`config.mk`:
```
export PLATFORM = sky130hd
export DESIGN_NAME = tf_stage_ctrl
export DESIGN_NICKNAME = d
export VERILOG_FILES = /design/src/rtl/tf_ctrl_pkg.sv /design/src/rtl/tf_loop_cnt.sv /design/src/rtl/tf_stage_ctrl.sv
export SDC_FILE = /design/constraint.sdc
export NUM_CORES = 1
export LEC_CHECK = 0
export CAP_MARGIN = 30
export CORE_AREA = 2 2 126 128
export DETAILED_ROUTE_END_ITERATION = 7
export DIE_AREA = 0 0 128 130
export GPL_TIMING_DRIVEN = 1
export HOLD_SLACK_MARGIN = 0.02
export PLACE_DENSITY_LB_ADDON = 0.3
export RECOVER_POWER = 25
export SYNTH_ARGS = -nofsm -noshare
export SYNTH_HDL_FRONTEND = slang
export SYNTH_HIERARCHICAL = 1
export SYNTH_SLANG_ARGS = --single-unit
```
`constraint.sdc`:
```
create_clock -name clk -period 5 [get_ports clk]
set_input_delay 0.5 -clock clk [delete_from_list [all_inputs] [get_ports clk]]
set_output_delay 0.5 -clock clk [all_outputs]
set_load 0.02 [all_outputs]
```
`src/rtl/tf_ctrl_pkg.sv`:
```
// Shared types and default constants for the twiddle-factor stage sequencer.
// stage_cycles() gives the stall-free length of one stage for a parameter set.
package tf_ctrl_pkg;

   localparam int D_WIDTH_DEF    = 64;
   localparam int NUM_STAGES_DEF = 4;
   localparam int DEPTH_CNT_DEF  = 4;
   localparam int ITE_CNT_DEF    = 16;
   localparam int WEN_DELAY_DEF  = 3;
   localparam int PIPE_LAT_DEF   = 4;
   localparam int TMR_W          = 8;

   typedef enum logic [2:0] {
      IDLE,
      WLOAD,
      WWAIT,
      RUN,
      DRAIN,
      DONE
   } state_e;

   function automatic int stage_cycles(input int wen_delay, input int depth_cnt,
                                       input int ite_cnt, input int pipe_lat);
      return 1 + (wen_delay + 1) + depth_cnt * ite_cnt + pipe_lat;
   endfunction

endpackage

```
`src/rtl/tf_loop_cnt.sv`:
```
// Nested iteration counter: ite wraps into depth, ite3 counts completed octets of ite.
// Cleared by clr, stepped by adv; last flags the final (depth, ite) position.
module tf_loop_cnt #(
   parameter int D_WIDTH   = 64,
   parameter int DEPTH_CNT = 4,
   parameter int ITE_CNT   = 16
) (
   input  logic               clk,
   input  logic               rst_n,
   input  logic               clr,
   input  logic               adv,
   output logic [D_WIDTH-1:0] ite,
   output logic [2:0]         depth,
   output logic [D_WIDTH-1:0] ite3,
   output logic               last
);

   localparam logic [D_WIDTH-1:0] ITE_MAX   = D_WIDTH'(ITE_CNT - 1);
   localparam logic [2:0]         DEPTH_MAX = 3'(DEPTH_CNT - 1);

   assign last = (depth == DEPTH_MAX) && (ite == ITE_MAX);

   always_ff @(posedge clk or negedge rst_n) begin
      if (!rst_n) begin
         ite   <= '0;
         depth <= '0;
         ite3  <= '0;
      end else if (clr) begin
         ite   <= '0;
         depth <= '0;
         ite3  <= '0;
      end else if (adv) begin
         if (ite == ITE_MAX) begin
            ite   <= '0;
            depth <= (depth == DEPTH_MAX) ? 3'd0 : depth + 3'd1;
         end else begin
            ite <= ite + 1'b1;
         end
         if (ite[2:0] == 3'd7) begin
            ite3 <= ite3 + 1'b1;
         end
      end
   end

endmodule

```
`src/rtl/tf_stage_ctrl.sv`:
```
// Stage sequencer for the twiddle-factor generator: loads the base TF, waits out the
// write delay, streams DEPTH_CNT*ITE_CNT reads, drains the pipeline, repeats per stage.
//
// state | meaning
// IDLE  | waiting for start; stage index held at 0
// WLOAD | one-cycle base-TF write strobe
// WWAIT | WEN_DELAY+1 cycles for the delayed write to land
// RUN   | one read per non-stalled cycle, counters step after each read
// DRAIN | PIPE_LAT cycles for the last reads to leave the generator
// DONE  | one-cycle done pulse
module tf_stage_ctrl
   import tf_ctrl_pkg::*;
#(
   parameter int D_WIDTH    = D_WIDTH_DEF,
   parameter int NUM_STAGES = NUM_STAGES_DEF,
   parameter int DEPTH_CNT  = DEPTH_CNT_DEF,
   parameter int ITE_CNT    = ITE_CNT_DEF,
   parameter int WEN_DELAY  = WEN_DELAY_DEF,
   parameter int PIPE_LAT   = PIPE_LAT_DEF
) (
   input  logic               clk,
   input  logic               rst_n,
   input  logic               start,
   input  logic               stall,
   output logic               busy,
   output logic               done,
   output logic               TF_wen,
   output logic               TF_ren,
   output logic               LAST_STAGE,
   output logic [2:0]         l,
   output logic [2:0]         it_depth_cnt,
   output logic [D_WIDTH-1:0] ite_sw_cnt,
   output logic [D_WIDTH-1:0] ite_sw_cnt_ite3
);

   state_e           state, state_nxt;
   logic [TMR_W-1:0] tmr, tmr_nxt;
   logic [2:0]       l_nxt;
   logic             clr, adv, cnt_last;

   tf_loop_cnt #(
      .D_WIDTH   (D_WIDTH),
      .DEPTH_CNT (DEPTH_CNT),
      .ITE_CNT   (ITE_CNT)
   ) u_loop_cnt (
      .clk   (clk),
      .rst_n (rst_n),
      .clr   (clr),
      .adv   (adv),
      .ite   (ite_sw_cnt),
      .depth (it_depth_cnt),
      .ite3  (ite_sw_cnt_ite3),
      .last  (cnt_last)
   );

   always_ff @(posedge clk or negedge rst_n) begin
      if (!rst_n) begin
         state <= IDLE;
         tmr   <= '0;
         l     <= '0;
      end else begin
         state <= state_nxt;
         tmr   <= tmr_nxt;
         l     <= l_nxt;
      end
   end

   always_comb begin
      state_nxt = state;
      tmr_nxt   = tmr;
      l_nxt     = l;
      clr       = 1'b0;
      adv       = 1'b0;
      case (state)
         IDLE: begin
            l_nxt = '0;
            if (start) begin
               state_nxt = WLOAD;
               clr       = 1'b1;
            end
         end
         WLOAD: begin
            state_nxt = WWAIT;
            tmr_nxt   = TMR_W'(WEN_DELAY);
         end
         WWAIT: begin
            if (tmr == '0) state_nxt = RUN;
            else           tmr_nxt   = tmr - 1'b1;
         end
         RUN: begin
            // the final read leaves the counters on their last position
            if (!stall) begin
               if (cnt_last) begin
                  state_nxt = DRAIN;
                  tmr_nxt   = TMR_W'(PIPE_LAT - 1);
               end else begin
                  adv = 1'b1;
               end
            end
         end
         DRAIN: begin
            if (tmr != '0) begin
               tmr_nxt = tmr - 1'b1;
            end else if (LAST_STAGE) begin
               state_nxt = DONE;
            end else begin
               state_nxt = WLOAD;
               l_nxt     = l + 3'd1;
               clr       = 1'b1;
            end
         end
         DONE: begin
            state_nxt = IDLE;
            l_nxt     = '0;
         end
         default: state_nxt = IDLE;
      endcase
   end

   assign busy       = (state != IDLE);
   assign done       = (state == DONE);
   assign TF_wen     = (state == WLOAD);
   // stall gates the read strobe in the same cycle so a frozen cycle issues no read
   assign TF_ren     = (state == RUN) && !stall;
   assign LAST_STAGE = (l == 3'(NUM_STAGES - 1));

endmodule
```
Yosys cells after proc, flatten, opt, wreduce, memory -nomap -nowiden
Cells that the tools add are included.
W data, S select, Z words.
{"block": "totals", "mem_count": 0, "in_bits": 4, "latchBits": 0, "output_inout_bits": 139, "ram_bits": 0, "romBits": 0, "register_bits": 145}
{"block": "op_classes", "div": 0, "bitwise": 0, "multipliers": 0, "n_shift": 0, "add_sub_neg": 5, "n_lt_le_gt_ge": 0, "muxes": 32, "n_reduce_logical": 18, "n_eq_ne": 17}
{"op": "$mux W64", "count": 6}
{"op": "$add A64 B1 Y64 const B", "count": 2}
{"op": "$eq A64 B4 Y1 const B", "count": 1}
{"op": "$mux W3", "count": 12}
{"op": "$mux W8", "count": 4}
{"op": "$pmux W8 S4", "count": 1}
{"op": "$ne A2 B2 Y1 const B", "count": 8}
{"op": "$pmux W3 S5", "count": 1}
{"op": "$eq A3 B2 Y1 const B", "count": 4}
{"op": "$reduce_and A5 Y1", "count": 2}
{"op": "$eq A3 B3 Y1 const B", "count": 3}
{"op": "$logic_not A8 Y1", "count": 1}
{"op": "$reduce_bool A2 Y1", "count": 4}
{"op": "$reduce_bool A8 Y1", "count": 1}
{"op": "$sub A8 B1 Y8 const B", "count": 1}
{"op": "$add A3 B1 Y3 const B", "count": 2}
{"op": "$mux W1", "count": 6}
{"op": "$pmux W3 S2", "count": 1}
{"op": "$reduce_and A2 Y1", "count": 2}
{"op": "$reduce_bool A4 Y1", "count": 1}
{"op": "$eq A3 B1 Y1 const B", "count": 1}
{"op": "$logic_not A3 Y1", "count": 1}
{"op": "$reduce_and A3 Y1", "count": 1}
{"op": "$reduce_bool A3 Y1", "count": 1}
{"op": "4 further kinds", "count": 5}

Depth between registers and ports, before layout
Gate-level depths: netlist of run 1.
{"block": "logic_depth", "word_depth": 7, "ltp_mapped": 14}

By module
The synthesis of run 1 kept the hierarchy.
{"module": "tf_loop_cnt", "seq_area_each_um2": 3278.1, "area_per_inst_um2": 7070.5, "instances": 1, "cells_per_inst": 790}
{"module": "tf_stage_ctrl", "seq_area_each_um2": 350.3, "area_per_inst_um2": 857.1, "instances": 1, "cells_per_inst": 90}

Worst setup path after synthesis of run 1
Ideal clock, no wire load.
{"block": "synth_timing", "path_type": "register -> register", "start": "register u_loop_cnt.ite[0]", "end": "register u_loop_cnt.ite3[50]", "setup_time_ns": 0.078, "path_buffers": 2, "slack_ns": 1.353, "stages_incl_launch_ff": 14, "arrival_time_ns": 3.569, "required_ns": 4.922, "path_cell_list": "dfrtp_1 ha_1 and3_1 nand4_1 nor4_1 and3_1 nor4_1 and2_1 clkbuf_1 o21ai_0 or4_1 buf_2 or4_1 a21oi_1"}
{"block": "synth_via", "elab_chain_len": 7, "word_cells_on_any_way": 9, "cone_classes": "eq/ne (2); mux (3); reduce/logical (4)"}
{"item": "start: declaration", "line_no": "tf_loop_cnt.sv:12", "source": "output logic [D_WIDTH-1:0] ite,"}
{"item": "start signal: assignment", "line_no": "tf_loop_cnt.sv:37", "source": "ite <= ite + 1'b1;"}
{"item": "$eq A64 B4 Y1", "line_no": "tf_loop_cnt.sv:21", "source": "assign last = (depth == DEPTH_MAX) && (ite == ITE_MAX);"}
{"item": "$logic_and A1 B1 Y1", "line_no": "tf_loop_cnt.sv:21"}
{"item": "via cnt_last", "line_no": "tf_stage_ctrl.sv:39", "source": "logic clr, adv, cnt_last;"}
{"item": "$mux W1", "line_no": "tf_stage_ctrl.sv:93", "source": "if (cnt_last) begin"}
{"item": "$mux W1", "line_no": "tf_stage_ctrl.sv:92", "source": "if (!stall) begin"}
{"item": "$mux W1", "line_no": "tf_stage_ctrl.sv:74", "source": "case (state)"}
{"item": "via adv", "line_no": "tf_stage_ctrl.sv:39"}
{"item": "$reduce_bool A2 Y1 (no line)"}
{"item": "$reduce_and A2 Y1 (no line)"}
{"item": "end signal: assignment", "line_no": "tf_loop_cnt.sv:40", "source": "ite3 <= ite3 + 1'b1;"}
{"item": "end: declaration", "line_no": "tf_loop_cnt.sv:14", "source": "output logic [D_WIDTH-1:0] ite3,"}
The timed path passes the listed nets, and every way through them passes these cells.
A chain may end at the register's enable or synchronous reset.

Worst setup path after layout of run 1
{"block": "layout_timing", "start": "register u_loop_cnt.ite[0]", "end": "register u_loop_cnt.ite3[59]"}
Same word-level chain as after synthesis.

==> metrics.md, run 1 <==
| Metric | Value |
|---|---|
| Final Instance Area | 0.0101 mm² |
| Die width | 128 µm |
| Row Count | 46 |
| Synth Area in Compound Gates | 6.83% |
| Yosys top cell by area | dfrtp_1 |
| Largest net degree at the start of global routing | 108 |
| RSZ-0062 raised after global routing | false |
| Critical Path AT | 4360 ps |
| DR pass1 iterations | 5 |
| Clock-pin slew on the worst setup and hold paths | 60 ps |
| Number of synthesized flops with an enable pin | 0 |
| Clk sinks | 145 |
| # DRC | 0 |
| Max rail drop VDD | 267 µV |
| CP startpoint kind | register |
| Period utilisation layout | 81.6% |
| DR iter-0 viols | 788 |
| Die Y | 130 µm |
| Worst hold path class | register to register |
| Leakage | 4.09 nW |
| Syn Inst Count | 880 |
| Mapped Avg Cell Area | 9.01 µm² |
| Failing checks | capacitance limit, slew limit |
| Finish-stage setup viols | 0 |
| Setup_tns | 0 ps |
| Initial antenna violation count | 0 |
| Clock buffer depth | 2 |
| Status | finished, violations left |
| Max Cap Viol | 2 |
| I/O Buffers | 142 |
| Syn Nets | 892 |
| Clock skew | 7.19 ps |
| GP Congestion | 0.945 |
| Adder-cell share of the synthesized area | 1.26% |
| CTS tree | yes |
| Layout cell share with drive strength beyond 1 | 5.76% |
| Fin. Hold Viols | 0 |
| Cell Area, Placed | 0.00950 mm² |
| DR vias/cell | 6.01 |
| Yosys top cell area share | 45.8% |
| Post-Synth Simple-Gate Area | 31.5% |
| # IOs | 143 |
| Yosys synthesis warning count | 6 |
| Critical path data required time | 5280 ps |
| Hold Buf Count CTS | 0 |
| Routed Wire Length | 21800 µm |
| Hold slack | 528 ps |
| Fraction of registers with async set/reset | 100% |
| Multi-input logic area | 0.00408 mm² |
| Mean routed wirelength per cell | 17.9 µm |
| Sequential cell area | 0.00363 mm² |
| Post-CTS Setup Repair Bufs | 0 |
| Fillers | 1320 |
| Crit Path Class | register to register |
| Vias in the first global route | 6618 |
| Final min period | 4080 ps |
| Post-DRT Antenna Nets | 0 |
| Yosys reg bits | 145 |
| CTS H-tree lvls | 4 |
| Post-synthesis cell type count | 54 |
| Largest family of logic cells by synthesized area | simple AND/OR/NAND/NOR gates |
| Die area | 0.0166 mm² |
| Synth Area in XOR/XNOR | 10.4% |
| Final net count | 1024 |
| Max-slew headroom | -45.7% |
| Max Transition Viols Final | 110 |
| Worst setup EP type | register |
| Seq/Total Area, Yosys | 45.8% |
| Gr usage total | 26.4% |
| Critical Path Fanout Max | 8 |
| CTS Root Cell | clkbuf_16 |
| Main synth FF type | dfrtp_1 |
| Initial core utilization | 51.4% |
| ANT cells | 0 |
| Post-cts repair resize count | 0 |
| GRT overflow | 0 |
| Placed cell count | 1183 |
| Fmax | 245 MHz |
| Synth top area cells | dfrtp_1, nor2_1, xnor2_1 |
| Area grow syn2layout | 26.9% |
| Later-pin clock latency in the skew report | 420 ps |
| Pwr dens | 274 mW/mm² |
| Number of standard cells in the layout, taps in and fillers out | 1217 |
| Top-count cell post-synth | dfrtp_1 |
| Num CTS Buffers | 17 |
| Actual transition at the worst max-transition pin | 2180 ps |
| Most frequent cells after synthesis | dfrtp_1, nor2_1, nand2_1 |
| Mapped Area | 0.00793 mm² |
| Final HPWL DP | 15000 µm |
| Area of the core | 0.0154 mm² |
| First-pass GRT wire length | 34700 µm |
| Post-synthesis mux area share | 1.17% |
| Routed via count | 7311 |
==> kinds of logic (layout without fill, tap and decap cells) <==
logic type	Yosys count	in the layout
AOI/OAI and AO/OA	86	86
muxes	9	9
buffers and inverters	58	203
adders and majority gates	8	8
and+or+nand+nor	480	480
DFF	145	145
xor gates and xnor gates	94	94
==> per-layer routing <==
metal	up-vias	global-route usage [%]	wire, µm
met5	-	0	0
met4	0	8.66	395
met3	32	5.04	1310
met2	291	41.8	10200
met1	3561	36.8	9880
li1	3427	-	-
==> state kept, by name (all words and copies together) (netlist names) <==
name / cells
tmr: 8
state: 3
l: 3
u_loop_cnt/ite: 64
u_loop_cnt/ite3: 64
u_loop_cnt/depth: 3
==> layout by cell type (no fill, tap or decap), types with 3 or more instances in the layout <==
| master | netlist | layout |
|---|---|---|
| ha_1 | 8 | 8 |
| clkdlybuf4s50_1 | 0 | 141 |
| nor4_1 | 43 | 43 |
| nand2b_1 | 5 | 5 |
| a31oi_1 | 12 | 12 |
| clkinvlp_4 | 0 | 6 |
| nor3_1 | 33 | 33 |
| nand4_1 | 50 | 50 |
| and3_1 | 23 | 23 |
| xor2_1 | 44 | 44 |
| clkbuf_16 | 0 | 17 |
| inv_1 | 20 | 20 |
| and4_1 | 13 | 13 |
| or2_2 | 4 | 4 |
| a41oi_1 | 3 | 3 |
| clkinv_2 | 0 | 5 |
| xnor2_1 | 50 | 50 |
| and2_1 | 7 | 7 |
| nor2_1 | 134 | 133 |
| o21ai_0 | 24 | 23 |
| buf_4 | 0 | 6 |
| nor2b_1 | 5 | 5 |
| o31ai_1 | 7 | 7 |
| or3_1 | 14 | 14 |
| nand2_1 | 67 | 67 |
| mux2i_1 | 7 | 7 |
| or4_1 | 8 | 8 |
| dfrtp_1 | 145 | 145 |
| nand3_1 | 62 | 62 |
| a21oi_1 | 22 | 22 |
==> final cells by class <==
cell class	count	share of cell area, %
clock buffers	18	4.37
clock inverters	14	1.17
inverters	20	0.746
multi-input cells	677	40.5
flip-flops and latches	145	36.1
well taps	192	2.39
repair buffers	151	14.7
==> critical path, stage by stage, from the launching register on <==
cell and delay (ps):
dfrtp_1 430, ha_1 260, and3_1 200, nand4_1 120, nor4_1 100, and3_1 200, nor4_1 270, buf_4 200
a21oi_1 140, nor4_1 620, nor4b_2 890, nand4_1 230, xor2_1 210, nor2_1 60
==> power breakdown <==
group	switching (mW)	total [mW]	internal [mW]
registers	0.0740	1.29	1.22
clock network	0.510	1.20	0.692
logic	0.148	0.258	0.110
total	0.732	2.75	2.02
==> final timing paths <==
check                           cells after the start  slack (ps)                              end                          start
worst min-delay path                                1         530               tmr[6]$_DFFE_PN0P_             tmr[6]$_DFFE_PN0P_
min in group asynchronous                           2        1260               tmr[4]$_DFFE_PN0P_                          rst_n
worst max register to register                     13         920  u_loop_cnt/ite3[59]$_DFFE_PN0P_  u_loop_cnt/ite[0]$_DFFE_PN0P_
worst min register to register                      1         530               tmr[6]$_DFFE_PN0P_             tmr[6]$_DFFE_PN0P_
max in group asynchronous                           3        1160  u_loop_cnt/ite3[29]$_DFFE_PN0P_                          rst_n
worst max-delay path                               13         920  u_loop_cnt/ite3[59]$_DFFE_PN0P_  u_loop_cnt/ite[0]$_DFFE_PN0P_
==> per-stage QoR <==
step	total power [mW]	utilization [%]	setup WS, ps
after global placement	1.57	61.6	1280
after detailed placement	1.58	61.6	1100
after floorplan	1.45	-	1350
after global routing	2.86	65.2	433
final	2.75	65.2	920
after CTS	2.78	65.2	1050
(Power assumes the default switching activity.)
==> run 2, diff against run 1 <==
CORE_AREA = 2 2 132 134   (was 2 2 126 128)
DIE_AREA = 0 0 134 136   (was 0 0 128 130)
clock period = 3.63 ns   (was 5 ns; I/O delays follow)
==> run 2 against run 1 <==
Effect of this change: the run still ends with capacitance limit, slew limit left; routed wire length grew 1.8%; via count grew 2.2%; worst setup slack lost 720 ps; die area grew 9.5%; clock power grew 55%; critical path depth is the same; combinational power grew 59%; sequential share of layout area shrank 0.98 points.
==> metrics.md, run 2 (synthesis gave the netlist of run 1 again) <==
| Metric | Value |
|---|---|
| Status | finished, violations left |
| Failing checks | capacitance limit, slew limit |
| Clk sinks | 145 (unchanged) |
| Later-pin clock latency in the skew report | 420 ps (about the same) |
| # DRC | 0 (unchanged) |
| GP Congestion | 0.987 (+4.4%) |
| Fillers | 1409 (+6.7%) |
| First-pass GRT wire length | 36100 µm (+4.1%) |
| Critical Path AT | 3730 ps (-630 ps) |
| # IOs | 143 (unchanged) |
| Clock skew | 8.98 ps (+1.80 ps) |
| Hold Buf Count CTS | 0 (unchanged) |
| Setup_tns | 0 ps (unchanged) |
| DR pass1 iterations | 7 (+2) |
| Crit Path Class | register to register |
| Period utilisation layout | 94.6% (+13 points) |
| Critical Path Fanout Max | 15 (+7) |
| Biggest regs | u_loop_cnt/ite3 (64), u_loop_cnt/ite (64), tmr (8) |
| Dpl ws | 252 ps (-846 ps) |
| Area grow syn2layout | 30.4% |
| Initial core utilization | 47.0% (-4.4 points) |
| Final HPWL DP | 15500 µm (+3.2%) |
| Vias in the first global route | 6916 (+4.5%) |
| Crit path max-delay cell type | nor4_1 |
| Final net count | 1043 (+1.9%) |
| Actual transition at the worst max-transition pin | 2150 ps (-36.5 ps) |
| Area of the core | 0.0169 mm² (+9.4%) |
| Worst setup EP type | register |
| Reg2Reg Depth | 13 (unchanged) |
| DR iter-0 viols | 895 (+14%) |
| Clock buffer depth | 2 (unchanged) |
| Die width | 134 µm (+4.7%) |
| Largest net degree at the start of global routing | 87 (-19%) |
| R2R Path Start | u_loop_cnt/ite[54]$_DFFE_PN0P_ |
| Clock-pin slew on the worst setup and hold paths | 60 ps (about the same) |
| DR vias/cell | 5.89 (-2.0%) |
| Max rail drop VDD | 400 µV (+50%) |
| Fmax | 291 MHz (+19%) |
| Worst hold path class | register to register |
| Max Cap Viol | 1 (-1) |
| Worst Setup Slack, final | 195 ps (-724 ps) |
| Num CTS Buffers | 17 (unchanged) |
| Worst Setup SP | u_loop_cnt/ite[54]$_DFFE_PN0P_ |
| Initial antenna violation count | 0 (unchanged) |
| Mean routed wirelength per cell | 17.5 µm (-2.4%) |
| CTS H-tree lvls | 4 (unchanged) |
| Worst hold start | tmr[6]$_DFFE_PN0P_ |
| Highest-count cells in the layout ignoring fill and taps | dfrtp_1, clkdlybuf4s50_1, nor2_1 |
| Die Y | 136 µm (+4.6%) |
| Layout cell share with drive strength beyond 1 | 7.76% (+2.0 points) |
| Fin. Hold Viols | 0 (unchanged) |
| Max-slew headroom | -43.2% (+2.4 points) |
| Worst Hold Path Cells | 1 (unchanged) |
| Cell Area, Placed | 0.00969 mm² (+2.1%) |
| CTS Root Cell | clkbuf_16 |
| Delay of the slowest critical-path stage | 720 ps (-170 ps) |
| Post-DRT Antenna Nets | 0 (unchanged) |
| CP startpoint kind | register |
| Leakage | 4.23 nW (+3.4%) |
| Finish-stage setup viols | 0 (unchanged) |
| GRT overflow | 0 (unchanged) |
| Cells along the critical path | nor4_1, nand4_1, nor4_1, and3_1, nor4_2, buf_4, or2_2, nand2_1, nor4b_2, buf_4, nand4_1, xor2_1, nor2_1 |
| Number of cells on the critical path | 13 (unchanged) |
| WP buf/inv | 2 (+1) |
| Gr usage total | 24.9% (-1.5 points) |
| ANT cells | 0 (unchanged) |
| CP delay by family, top | simple AND/OR/NAND/NOR gates |
| Final min period | 3430 ps (-646 ps) |
| Pwr dens | 390 mW/mm² (+43%) |
| RSZ-0062 raised after global routing | false |
| CTS tree | yes |
| Row Count | 48 (+4.3%) |
| Die area | 0.0182 mm² (+9.5%) |
| I/O Buffers | 142 (unchanged) |
| Final Instance Area | 0.0103 mm² (+2.8%) |
| Critical path data required time | 3930 ps (-1350 ps) |
| Max Transition Viols Final | 87 (-21%) |
| Routed via count | 7470 (+2.2%) |
| Commonest non-fill, non-tap cell in the layout | dfrtp_1 |
| Routed Wire Length | 22200 µm (+1.8%) |
-- run 2: worst reg2reg max path, stage by stage (launching register included) --
cell and delay, ps:
dfrtp_1 450, nor4_1 720, nand4_1 190, nor4_1 330, and3_1 240, nor4_2 80
buf_4 160, or2_2 440, nand2_1 160, nor4b_2 60, buf_4 160, nand4_1 110
xor2_1 160, nor2_1 50
-- run 2: through the flow --
stage | power [mW] | std cells | util [%] | hold slack (ps)
floorplan | 1.99 | 880 | - | 67.4
global placement | 2.19 | 1234 | 57.4 | 485
detailed placement | 2.20 | 1234 | 57.4 | 480
CTS | 4.07 | 1266 | 61.2 | 29.5
global route | 4.18 | 1269 | 61.3 | 572
finish | 4.04 | 1269 | 61.3 | 515
-- run 2: worst paths after layout --
| check | endpoint | slack (ps) |
|---|---|---|
| max | u_loop_cnt/ite[44]$_DFFE_PN0P_ | 200 |
| max in group asynchronous | u_loop_cnt/ite[37]$_DFFE_PN0P_ | 1390 |
| min reg2reg | tmr[6]$_DFFE_PN0P_ | 520 |
| min in group asynchronous | tmr[4]$_DFFE_PN0P_ | 560 |
| min | tmr[6]$_DFFE_PN0P_ | 520 |
| max reg2reg | u_loop_cnt/ite[44]$_DFFE_PN0P_ | 200 |
-- run 2: metal layers --
metal / vias up / wire [µm] / GRT usage [%]
li1: 3486 / - / -
met1: 3579 / 9900 / 35.7
met2: 354 / 10000 / 36.7
met3: 51 / 1780 / 6.26
met4: 0 / 493 / 8.75
met5: - / 0 / 0
-- run 2: layout make-up --
cell class / instances / area, µm² / share of cell area [%]
Clock inverter: 13 / 185 / 1.79
Tap cell: 225 / 282 / 2.72
Clock buffer: 19 / 443 / 4.28
Timing Repair Buffer: 170 / 1640 / 15.8
Sequential cell: 145 / 3630 / 35.1
Inverter: 20 / 75.1 / 0.726
Multi-Input combinational cell: 677 / 4090 / 39.5
-- run 2: power by group --
group          switching (mW)  internal [mW]  leakage [nW]
Clock                   0.693           1.17         0.292
Sequential             0.0835           1.68          1.98
Combinational           0.239          0.171          1.96
-- run 2: repair_timing --
action / in CTS / in global routing
setup endpoints to repair: 0 / 11
setup buffers: 0 / 3
resized for setup: 0 / 1
